File: src/rtl/ann_weight_pkg.sv
// Shared definitions for the ANN weight BRAM sequencer: default widths,
// controller state encoding and pass-mode constants.
package ann_weight_pkg;

    localparam int DW_DEF    = 16;
    localparam int AW_DEF    = 5;
    localparam int DEPTH_DEF = 28;

    localparam logic MODE_READ = 1'b0;
    localparam logic MODE_LOAD = 1'b1;

    typedef enum logic [2:0] {
        IDLE,
        RD_ISSUE,
        RD_DRAIN,
        LOAD,
        FIN
    } state_t;

endpackage

File: src/rtl/weight_skid_fifo.sv
// Two-entry skid FIFO carrying {last, data} between the BRAM read port and
// the weight stream; the head is presented directly on o_head.
module weight_skid_fifo
    import ann_weight_pkg::*;
#(
    parameter int DW = DW_DEF
) (
    input  logic          i_clk,
    input  logic          i_rst,
    input  logic          i_flush,
    input  logic          i_push,
    input  logic [DW:0]   i_push_data,
    input  logic          i_pop,
    output logic [DW:0]   o_head,
    output logic          o_valid,
    output logic [1:0]    o_count
);

    logic [DW:0] r_mem [2];
    logic        r_rd_ptr;
    logic        r_wr_ptr;
    logic [1:0]  r_count;

    logic w_do_push;
    logic w_do_pop;

    assign w_do_push = i_push && (r_count != 2'd2);
    assign w_do_pop  = i_pop  && (r_count != 2'd0);

    always_ff @(posedge i_clk) begin
        if (i_rst || i_flush) begin
            r_rd_ptr <= 1'b0;
            r_wr_ptr <= 1'b0;
            r_count  <= 2'd0;
        end else begin
            if (w_do_push) r_wr_ptr <= ~r_wr_ptr;
            if (w_do_pop)  r_rd_ptr <= ~r_rd_ptr;
            case ({w_do_push, w_do_pop})
                2'b10:   r_count <= r_count + 2'd1;
                2'b01:   r_count <= r_count - 2'd1;
                default: r_count <= r_count;
            endcase
        end
    end

    // NOTE: storage is deliberately not reset; the head is forced to zero
    // whenever the FIFO is empty, so stale contents are never observable.
    always_ff @(posedge i_clk) begin
        if (w_do_push) r_mem[r_wr_ptr] <= i_push_data;
    end

    assign o_valid = (r_count != 2'd0);
    assign o_head  = o_valid ? r_mem[r_rd_ptr] : '0;
    assign o_count = r_count;

endmodule

File: src/rtl/weight_bram_sequencer.sv
// Sequences one single-port weight BRAM: READ passes stream all words to the
// MAC over valid/ready, LOAD passes write a run-time weight stream into it.
module weight_bram_sequencer
    import ann_weight_pkg::*;
#(
    parameter int DEPTH = DEPTH_DEF,
    parameter int AW    = AW_DEF,
    parameter int DW    = DW_DEF
) (
    input  logic          CLK,
    input  logic          RST,
    input  logic          START,
    input  logic          MODE,
    input  logic          ABORT,
    output logic          BUSY,
    output logic          DONE,
    output logic [AW-1:0] BRAM_ADDR,
    output logic [DW-1:0] BRAM_DI,
    output logic          BRAM_EN,
    output logic          BRAM_WE,
    input  logic [DW-1:0] BRAM_DO,
    output logic [DW-1:0] W_DATA,
    output logic          W_VALID,
    input  logic          W_READY,
    output logic          W_LAST,
    input  logic [DW-1:0] LD_DATA,
    input  logic          LD_VALID,
    output logic          LD_READY
);

    localparam logic [AW:0] LAST_ADDR = (AW + 1)'(DEPTH - 1);

    state_t        r_state;
    state_t        w_next;
    logic [AW:0]   r_cnt;
    logic          r_inflight;
    logic          r_inflight_last;
    logic          r_bram_en;
    logic          r_bram_we;
    logic [AW-1:0] r_bram_addr;
    logic [DW-1:0] r_bram_di;

    logic [DW:0]   w_fifo_head;
    logic          w_fifo_valid;
    logic [1:0]    w_fifo_count;
    logic          w_pop;
    logic [2:0]    w_slots;
    logic          w_drained;
    logic          w_at_last;
    logic          w_start;
    logic          w_issue_rd;
    logic          w_issue_wr;

    assign w_pop     = w_fifo_valid && W_READY;
    assign w_at_last = (r_cnt == LAST_ADDR);

    // Slots still committed after this cycle's pop; counting the pop keeps
    // one word per cycle flowing while never overfilling the FIFO.
    assign w_slots   = {1'b0, w_fifo_count} + {2'b00, r_inflight} - {2'b00, w_pop};
    assign w_drained = !r_inflight &&
                       ((w_fifo_count == 2'd0) || ((w_fifo_count == 2'd1) && w_pop));

    weight_skid_fifo #(.DW(DW)) u_skid (
        .i_clk       (CLK),
        .i_rst       (RST),
        .i_flush     (ABORT),
        .i_push      (r_inflight),
        .i_push_data ({r_inflight_last, BRAM_DO}),
        .i_pop       (w_pop),
        .o_head      (w_fifo_head),
        .o_valid     (w_fifo_valid),
        .o_count     (w_fifo_count)
    );

    always_ff @(posedge CLK) begin
        if (RST) r_state <= IDLE;
        else     r_state <= w_next;
    end

    // NOTE: every signal driven here gets a default first so no latch is inferred.
    always_comb begin
        w_next     = r_state;
        w_start    = 1'b0;
        w_issue_rd = 1'b0;
        w_issue_wr = 1'b0;
        case (r_state)
            IDLE: begin
                if (START && !ABORT) begin
                    w_start = 1'b1;
                    w_next  = (MODE == MODE_LOAD) ? LOAD : RD_ISSUE;
                end
            end
            RD_ISSUE: begin
                if (ABORT) begin
                    w_next = IDLE;
                end else if (w_slots < 3'd2) begin
                    w_issue_rd = 1'b1;
                    if (w_at_last) w_next = RD_DRAIN;
                end
            end
            RD_DRAIN: begin
                if (ABORT)          w_next = IDLE;
                else if (w_drained) w_next = FIN;
            end
            LOAD: begin
                if (ABORT) begin
                    w_next = IDLE;
                end else if (LD_VALID) begin
                    w_issue_wr = 1'b1;
                    if (w_at_last) w_next = FIN;
                end
            end
            FIN:     w_next = IDLE;
            default: w_next = IDLE;
        endcase
    end

    // NOTE: sequential state uses non-blocking assignments so every flop samples pre-edge values.
    always_ff @(posedge CLK) begin
        if (RST) begin
            r_cnt           <= '0;
            r_inflight      <= 1'b0;
            r_inflight_last <= 1'b0;
            r_bram_en       <= 1'b0;
            r_bram_we       <= 1'b0;
            r_bram_addr     <= '0;
            r_bram_di       <= '0;
        end else begin
            r_bram_en  <= w_issue_rd || w_issue_wr;
            r_bram_we  <= w_issue_wr;
            r_inflight <= w_issue_rd;
            if (w_issue_rd) r_inflight_last <= w_at_last;
            if (w_start) begin
                r_cnt <= '0;
            end else if (w_issue_rd || w_issue_wr) begin
                r_cnt       <= r_cnt + 1'b1;
                r_bram_addr <= r_cnt[AW-1:0];
            end
            if (w_issue_wr) r_bram_di <= LD_DATA;
        end
    end

    assign BUSY      = (r_state != IDLE);
    assign DONE      = (r_state == FIN);
    assign BRAM_EN   = r_bram_en;
    assign BRAM_WE   = r_bram_we;
    assign BRAM_ADDR = r_bram_addr;
    assign BRAM_DI   = r_bram_di;
    assign W_DATA    = w_fifo_head[DW-1:0];
    assign W_LAST    = w_fifo_head[DW];
    assign W_VALID   = w_fifo_valid;
    assign LD_READY  = (r_state == LOAD) && !ABORT;

endmodule

File: config.mk
export PLATFORM = sky130hd
export DESIGN_NAME = weight_bram_sequencer
export DESIGN_NICKNAME = d
export VERILOG_FILES = /design/src/rtl/ann_weight_pkg.sv /design/src/rtl/weight_skid_fifo.sv /design/src/rtl/weight_bram_sequencer.sv
export SDC_FILE = /design/constraint.sdc
export NUM_CORES = 1
export LEC_CHECK = 0
export ABC_AREA = 0
export ABC_CLOCK_PERIOD_IN_PS = 2700
export CORE_MARGIN = 2
export CORE_UTILIZATION = 43
export CTS_CLUSTER_SIZE = 16
export DETAILED_ROUTE_END_ITERATION = 6
export PLACE_DENSITY = 0.76
export SLEW_MARGIN = 20
export SYNTH_ARGS = -nofsm -noshare
export SYNTH_HDL_FRONTEND = slang
export SYNTH_SLANG_ARGS = --single-unit
File: constraint.sdc
create_clock -name CLK -period 2.7 [get_ports CLK]
set_input_delay 0.405 -clock CLK [delete_from_list [all_inputs] [get_ports CLK]]
set_output_delay 0.405 -clock CLK [all_outputs]
set_load 0.01 [all_outputs]
Word-level counts from Yosys, hierarchy flattened
Memory sizes are Yosys's and may differ from the RTL's. A register that Yosys moved wholly into a read port is not among the register bits.
Index checks and enable logic that the tools add are counted.

storage, ports and cells
  flip-flop bits (word level) = 38
  latch bits = 0
  RAM bits = 34
  bits in read-only memories = 0
  output and inout bits = 44
  memories kept = 1

memories
  name          depth  bits a word  read ports  clocked after Yosys merged registers in  write ports  RTL line                source
  u_skid.r_mem  2      17           1           1                                        1            weight_skid_fifo.sv:19  logic [DW:0] r_mem [2];

operators by class
  $add $sub $neg = 5
  multiply operators = 0
  divide/modulo/power cells = 0
  order comparisons = 1
  equal/unequal tests = 15
  shift-type cells = 0
  mux-type cells = 25
  bitwise operators = 3
  reduce and logical (&&, ||, !) cells = 20

operators with widths
  cell                                                        number
  two-way mux 3 bit                                           9
  two-way mux 17 bit                                          1
  != test 3 bit, second input constant                        5
  two-way mux 1 bit                                           12
  case mux 3 bit (4 select lines)                             1
  logical AND 1 bit                                           7
  adder 6 x 1 -> 6 bit, second input constant                 1
  equality test 3 x 2 -> 1 bit, second input constant         2
  equality test 6 x 5 -> 1 bit, second input constant         1
  AND reduction 6 bit                                         1
  equality test 2 x 1 -> 1 bit, second input constant         2
  != test 2 bit, second input constant                        2
  case mux 2 bit (2 select lines)                             1
  nonzero test 2 bit                                          2
  adder 2 x 1 -> 3 bit                                        1
  equality test 3 x 1 -> 1 bit, second input constant         1
  equality test 3 bit, second input constant                  1
  logical NOT 3 bit                                           1
  logical OR 1 bit                                            3
  less-than comparator 3 x 2 -> 1 bit, second input constant  1
  inverter 1 bit                                              3
  nonzero test 3 bit                                          1
  subtractor 3 x 1 -> 3 bit                                   1
  adder 2 x 1 -> 2 bit, second input constant                 1
  7 further kinds                                             8

Logic depth before layout (Yosys ltp)
  word-level depth = 9
  mapped depth = 13

Hierarchy
A second synthesis with hierarchy kept.

second synthesis, totals
  cells, all modules = 265
  area total of the unflattened synthesis = 2931.6 um2

modules (own cells, without submodules)
  module                 times used  cells each  area an instance (um2)  sequential area each (um2)
  weight_skid_fifo       1           99          1502.7                  1121.1
  weight_bram_sequencer  1           166         1428.9                  680.7

Worst setup path after synthesis
No wires, ideal clock.

  kind = reg-to-reg
  start = register u_skid.r_count[1] (netlist: u_skid.o_count[1])
  end = register r_cnt[4]
  arrival = 2656 ps
  path slack = -75 ps
  cell stages (with the launch flop) = 14
  buffers on the path = 2
  cell sequence = dfxtp_1 -> inv_1 -> ha_1 -> clkbuf_1 -> nor2b_1 -> ha_1 -> nand2b_1 -> fa_1 -> xnor2_1 -> nand3_2 -> buf_6 -> a21oi_2 -> xnor2_1 -> nor2_1

between the ends
  cells in the longest elaborated chain, start to end = 8

ends and longest elaborated chain
  item                                                                          RTL line                      source
  start: declaration                                                            weight_skid_fifo.sv:22        logic [1:0] r_count;
  start signal: assignment                                                      weight_skid_fifo.sv:39        2'b10: r_count <= r_count + 2'd1;
  start signal: assignment                                                      weight_skid_fifo.sv:40        2'b01: r_count <= r_count - 2'd1;
  start signal: assignment                                                      weight_skid_fifo.sv:41        default: r_count <= r_count;
  parallel branches: the longest is 2 deep, another holds adder 2 x 1 -> 3 bit  n/a
  subtractor 3 x 1 -> 3 bit *                                                   weight_bram_sequencer.sv:59   assign w_slots = {1'b0, w_fifo_count} + {2'b00, r_inflight} - {2'b00, w_pop};
  less-than comparator 3 x 2 -> 1 bit *                                         weight_bram_sequencer.sv:96   end else if (w_slots < 3'd2) begin
  two-way mux 1 bit *                                                           weight_bram_sequencer.sv:96
  two-way mux 1 bit *                                                           weight_bram_sequencer.sv:94   if (ABORT) begin
  two-way mux 1 bit *                                                           weight_bram_sequencer.sv:86   case (r_state)
  logical OR 1 bit *                                                            weight_bram_sequencer.sv:135  end else if (w_issue_rd || w_issue_wr) begin
  end signal: assignment                                                        weight_bram_sequencer.sv:136  r_cnt <= r_cnt + 1'b1;
  end: declaration                                                              weight_bram_sequencer.sv:35   logic [AW:0] r_cnt;

Every way passes the cells marked *.
A chain may end at the register's enable or synchronous reset.

Worst setup path after layout
  start = register u_skid.r_count[1] (netlist: u_skid.o_count[1])
  end = register r_state[1]

between the ends
  cells in the longest elaborated chain, start to end = 7

ends and longest elaborated chain
  item                                                                          RTL line                     source
  parallel branches: the longest is 6 deep, another holds adder 2 x 1 -> 3 bit  n/a
  AND reduction 6 bit (no source line) *                                        n/a
  end signal: assignment                                                        weight_bram_sequencer.sv:77  else r_state <= w_next;
  end: declaration                                                              weight_bram_sequencer.sv:33  state_t r_state;

Marked as above.

==> flow_summary.ini <==
[run_status]
outcome = finished, final reports clean

[logic_synthesis]
yosysWarningCount = 0
avgSynthCellArea_um2 = 11.1
synth_area_um2 = 2980
yosysUniqueCellTypes = 41
synth-seq-cells = 73
synth_cells = 270
synth_flop_cell = dfxtp_1
ys_async_sr_fraction_pct = 0
synth_seq_area_share_pct = 60.4
yosysMostFrequentCell = nand2_1
yosysTopAreaCellShare_pct = 34.2
synth-edff-count = 34
syn_nets = 316
yosysTopAreaCell = edfxtp_1
synthTopCellsByArea = edfxtp_1, dfxtp_1, mux2i_1, nand2_1, a21oi_1
netlist_top_cells_count = nand2_1, dfxtp_1, edfxtp_1, nor2_1, a21oi_1

[clocking]
tritoncts = yes
path_clk_slew_ns = 0.08
cts-root-buf = clkbuf_8
clock_sinks = 73
clk_path_buf_depth = 2
cts_inserted_buffers = 9
holdBufCountCts = 0
htreeDepth = 3
clkLatencyLatePin_ns = 0.33

[placed_design]
hpwl_um = 4400
place_area_um2 = 3920
io_buffers = 82
globalplace.congestion = 0.773

[sta]
finClkSkew_ns = 0.0103
fin_crit_sh_pct = 95.7
fmax_mhz = 387
relSlewSlack_pct = 63.1
worst-slew-pin-transition_ns = 0.546
whs_ns = 0.453
slew_viol_final = 0
finalHoldViolations = 0
period_needed_ns = 2.59
finalSetupViolations = 0

[cells_and_area]
final_area_um2 = 4150
num-fill-cells = 538
nets = 406
num_antenna_cells = 0
final_layout_size_suffix_gt1_share_pct = 11.5
area_growth_pct = 39.1

[routing]
drc_errors = 0
drtPass1Iterations = 4
drt-total-wl_um = 6370
vias = 2214
ant_nets = 0
drt-initial-drc-count = 93
routedWlPerCell_um = 14.3
avgViaCountPerCell = 4.98

[setup_path]
crit_fanout = 4
ff2ff_setup_slack_ns = 0.11
arrival_ns = 2.81
worstSetupEndpointType = flip-flop
critPathCapture = r_state[1]
rr_worst_depth = 10
r2r_end = r_state[1]
worst_setup_path_start_kind = flip-flop
r2r_start = u_skid.o_count[1]
worstSetupStartpoint = u_skid.o_count[1]
path_class = reg2reg
worstPathRequired_ns = 2.93

[hold_path]
worstHoldPathCells = 2
hp-class = reg2reg

[global_route]
grt_pass1_wl_um = 10100
grt_overflow_total = 0
grt_pass1_vias = 2153
antenna_found_initial = 0
grt_util_all_layers_pct = 17.1
grt_start_max_net_pins = 23

[floorplan]
fp.dieW_um = 87.3
ios = 83
die_area_um2 = 7620
core_um2 = 6760
die_y_um = 87.3
start_util_pct = 44.2
num_rows = 30

[pwr]
power_density_nw_per_um2 = 658
leakagePower_nw = 1.42
peakVddDrop_mv = 0.409

[run]
cap_viol_max_count = 0
==> sequential cells by signal, indices dropped and copies added, names as in the netlist, named ones only <==
signal and cells:
u_skid.r_rd_ptr 1, u_skid.o_count 2, r_inflight 1, u_skid.r_mem 34, u_skid.r_wr_ptr 1, r_state 3
BRAM_DI 16, BRAM_WE 1, r_cnt 6, r_inflight_last 1, BRAM_ADDR 5, BRAM_EN 1
==> worst min path at each step <==
| stage | slack [ns] | to | start |
|---|---|---|---|
| final | 0.45 | BRAM_DI[2] | BRAM_DI[2] |
| after global routing | 0.47 | BRAM_DI[2] | BRAM_DI[2] |
| after CTS | 0.46 | BRAM_DI[2] | BRAM_DI[2] |
| after detailed placement | 0.45 | BRAM_DI[2] | BRAM_DI[2] |
| after global placement | 0.44 | BRAM_DI[8] | BRAM_DI[8] |
| after floorplan | 0.43 | u_skid.r_mem[0][16] | r_inflight_last |
==> per-layer routing <==
layer / GRT usage [%] / share of wire, %
met2: 26.2 / 47
met4: 7.27 / 0.66
met3: 4.08 / 5.4
met1: 23.1 / 47
met5: 0 / 0
==> cells by family (layout without fill, tap and decap cells) <==
kind of cell	count (synthesis)	count (layout)	share of synthesized area, %
and+or+nand+nor	104	104	16.4
DFF	73	73	60.4
AOI/OAI and AO/OA	36	36	7.25
buffers and inverters	22	117	3.77
muxes	19	19	6.41
xor gates and xnor gates	9	9	2.64
adders and majority gates	7	7	3.19
==> through the flow <==
stage	worst slack (ns)	utilization [%]	TNS (ns)	cells	total power, mW
detailed placement	-0.121	58.0	-0.763	429	1.84
finish	0.115	61.4	0	445	2.73
global route	-0.0330	61.4	-0.0523	445	2.87
floorplan	0.0445	-	0	270	1.61
CTS	0.0901	61.1	0	445	2.74
global placement	-0.0688	58.0	-0.197	429	1.83
==> layout make-up <==
cell class,instances,area [µm²],area share [%]
Timing Repair Buffer,93,903,21.8
Multi-Input combinational cell,175,1100,26.4
Tap cell,80,100,2.41
Sequential cell,73,1810,43.5
Clock buffer,12,166,4.01
Inverter,8,30.0,0.724
Clock inverter,4,47.5,1.15
==> cell usage in the layout, fill, tap and decap left out, types with 2 or more instances in the layout <==
cell type        instances
nor3_1                   6
inv_1                    8
nor2_1                  30
clkdlybuf4s50_1         82
a21oi_1                 26
inv_4                    2
ha_1                     6
edfxtp_1                34
xor2_1                   2
nand2_1                 42
dfxtp_1                 37
nand2b_1                 4
nand3_1                  9
buf_4                   11
mux2i_1                 18
clkbuf_8                10
xnor2_1                  6
==> worst max-delay path: stages (launching register included) <==
cell       delay [ns]
dfxtp_4          0.38
inv_1            0.08
ha_1             0.21
nor2b_2          0.13
ha_1             0.23
nand2b_1         0.16
fa_1             0.41
xnor2_2          0.25
nand2_1          0.10
o2bb2ai_2        0.15
o311a_1          0.37
==> report_power, final <==
group	internal, mW	switching [mW]
clock network	0.508	0.389
registers	1.22	0.0413
logic	0.286	0.289
==> what timing repair did <==
item	CTS	global route
endpoints found under the hold margin	0	0
endpoints found under the setup margin	0	10
gates resized for setup	0	7
buffers inserted	0	0
Power figures use the tool's default switching activity.
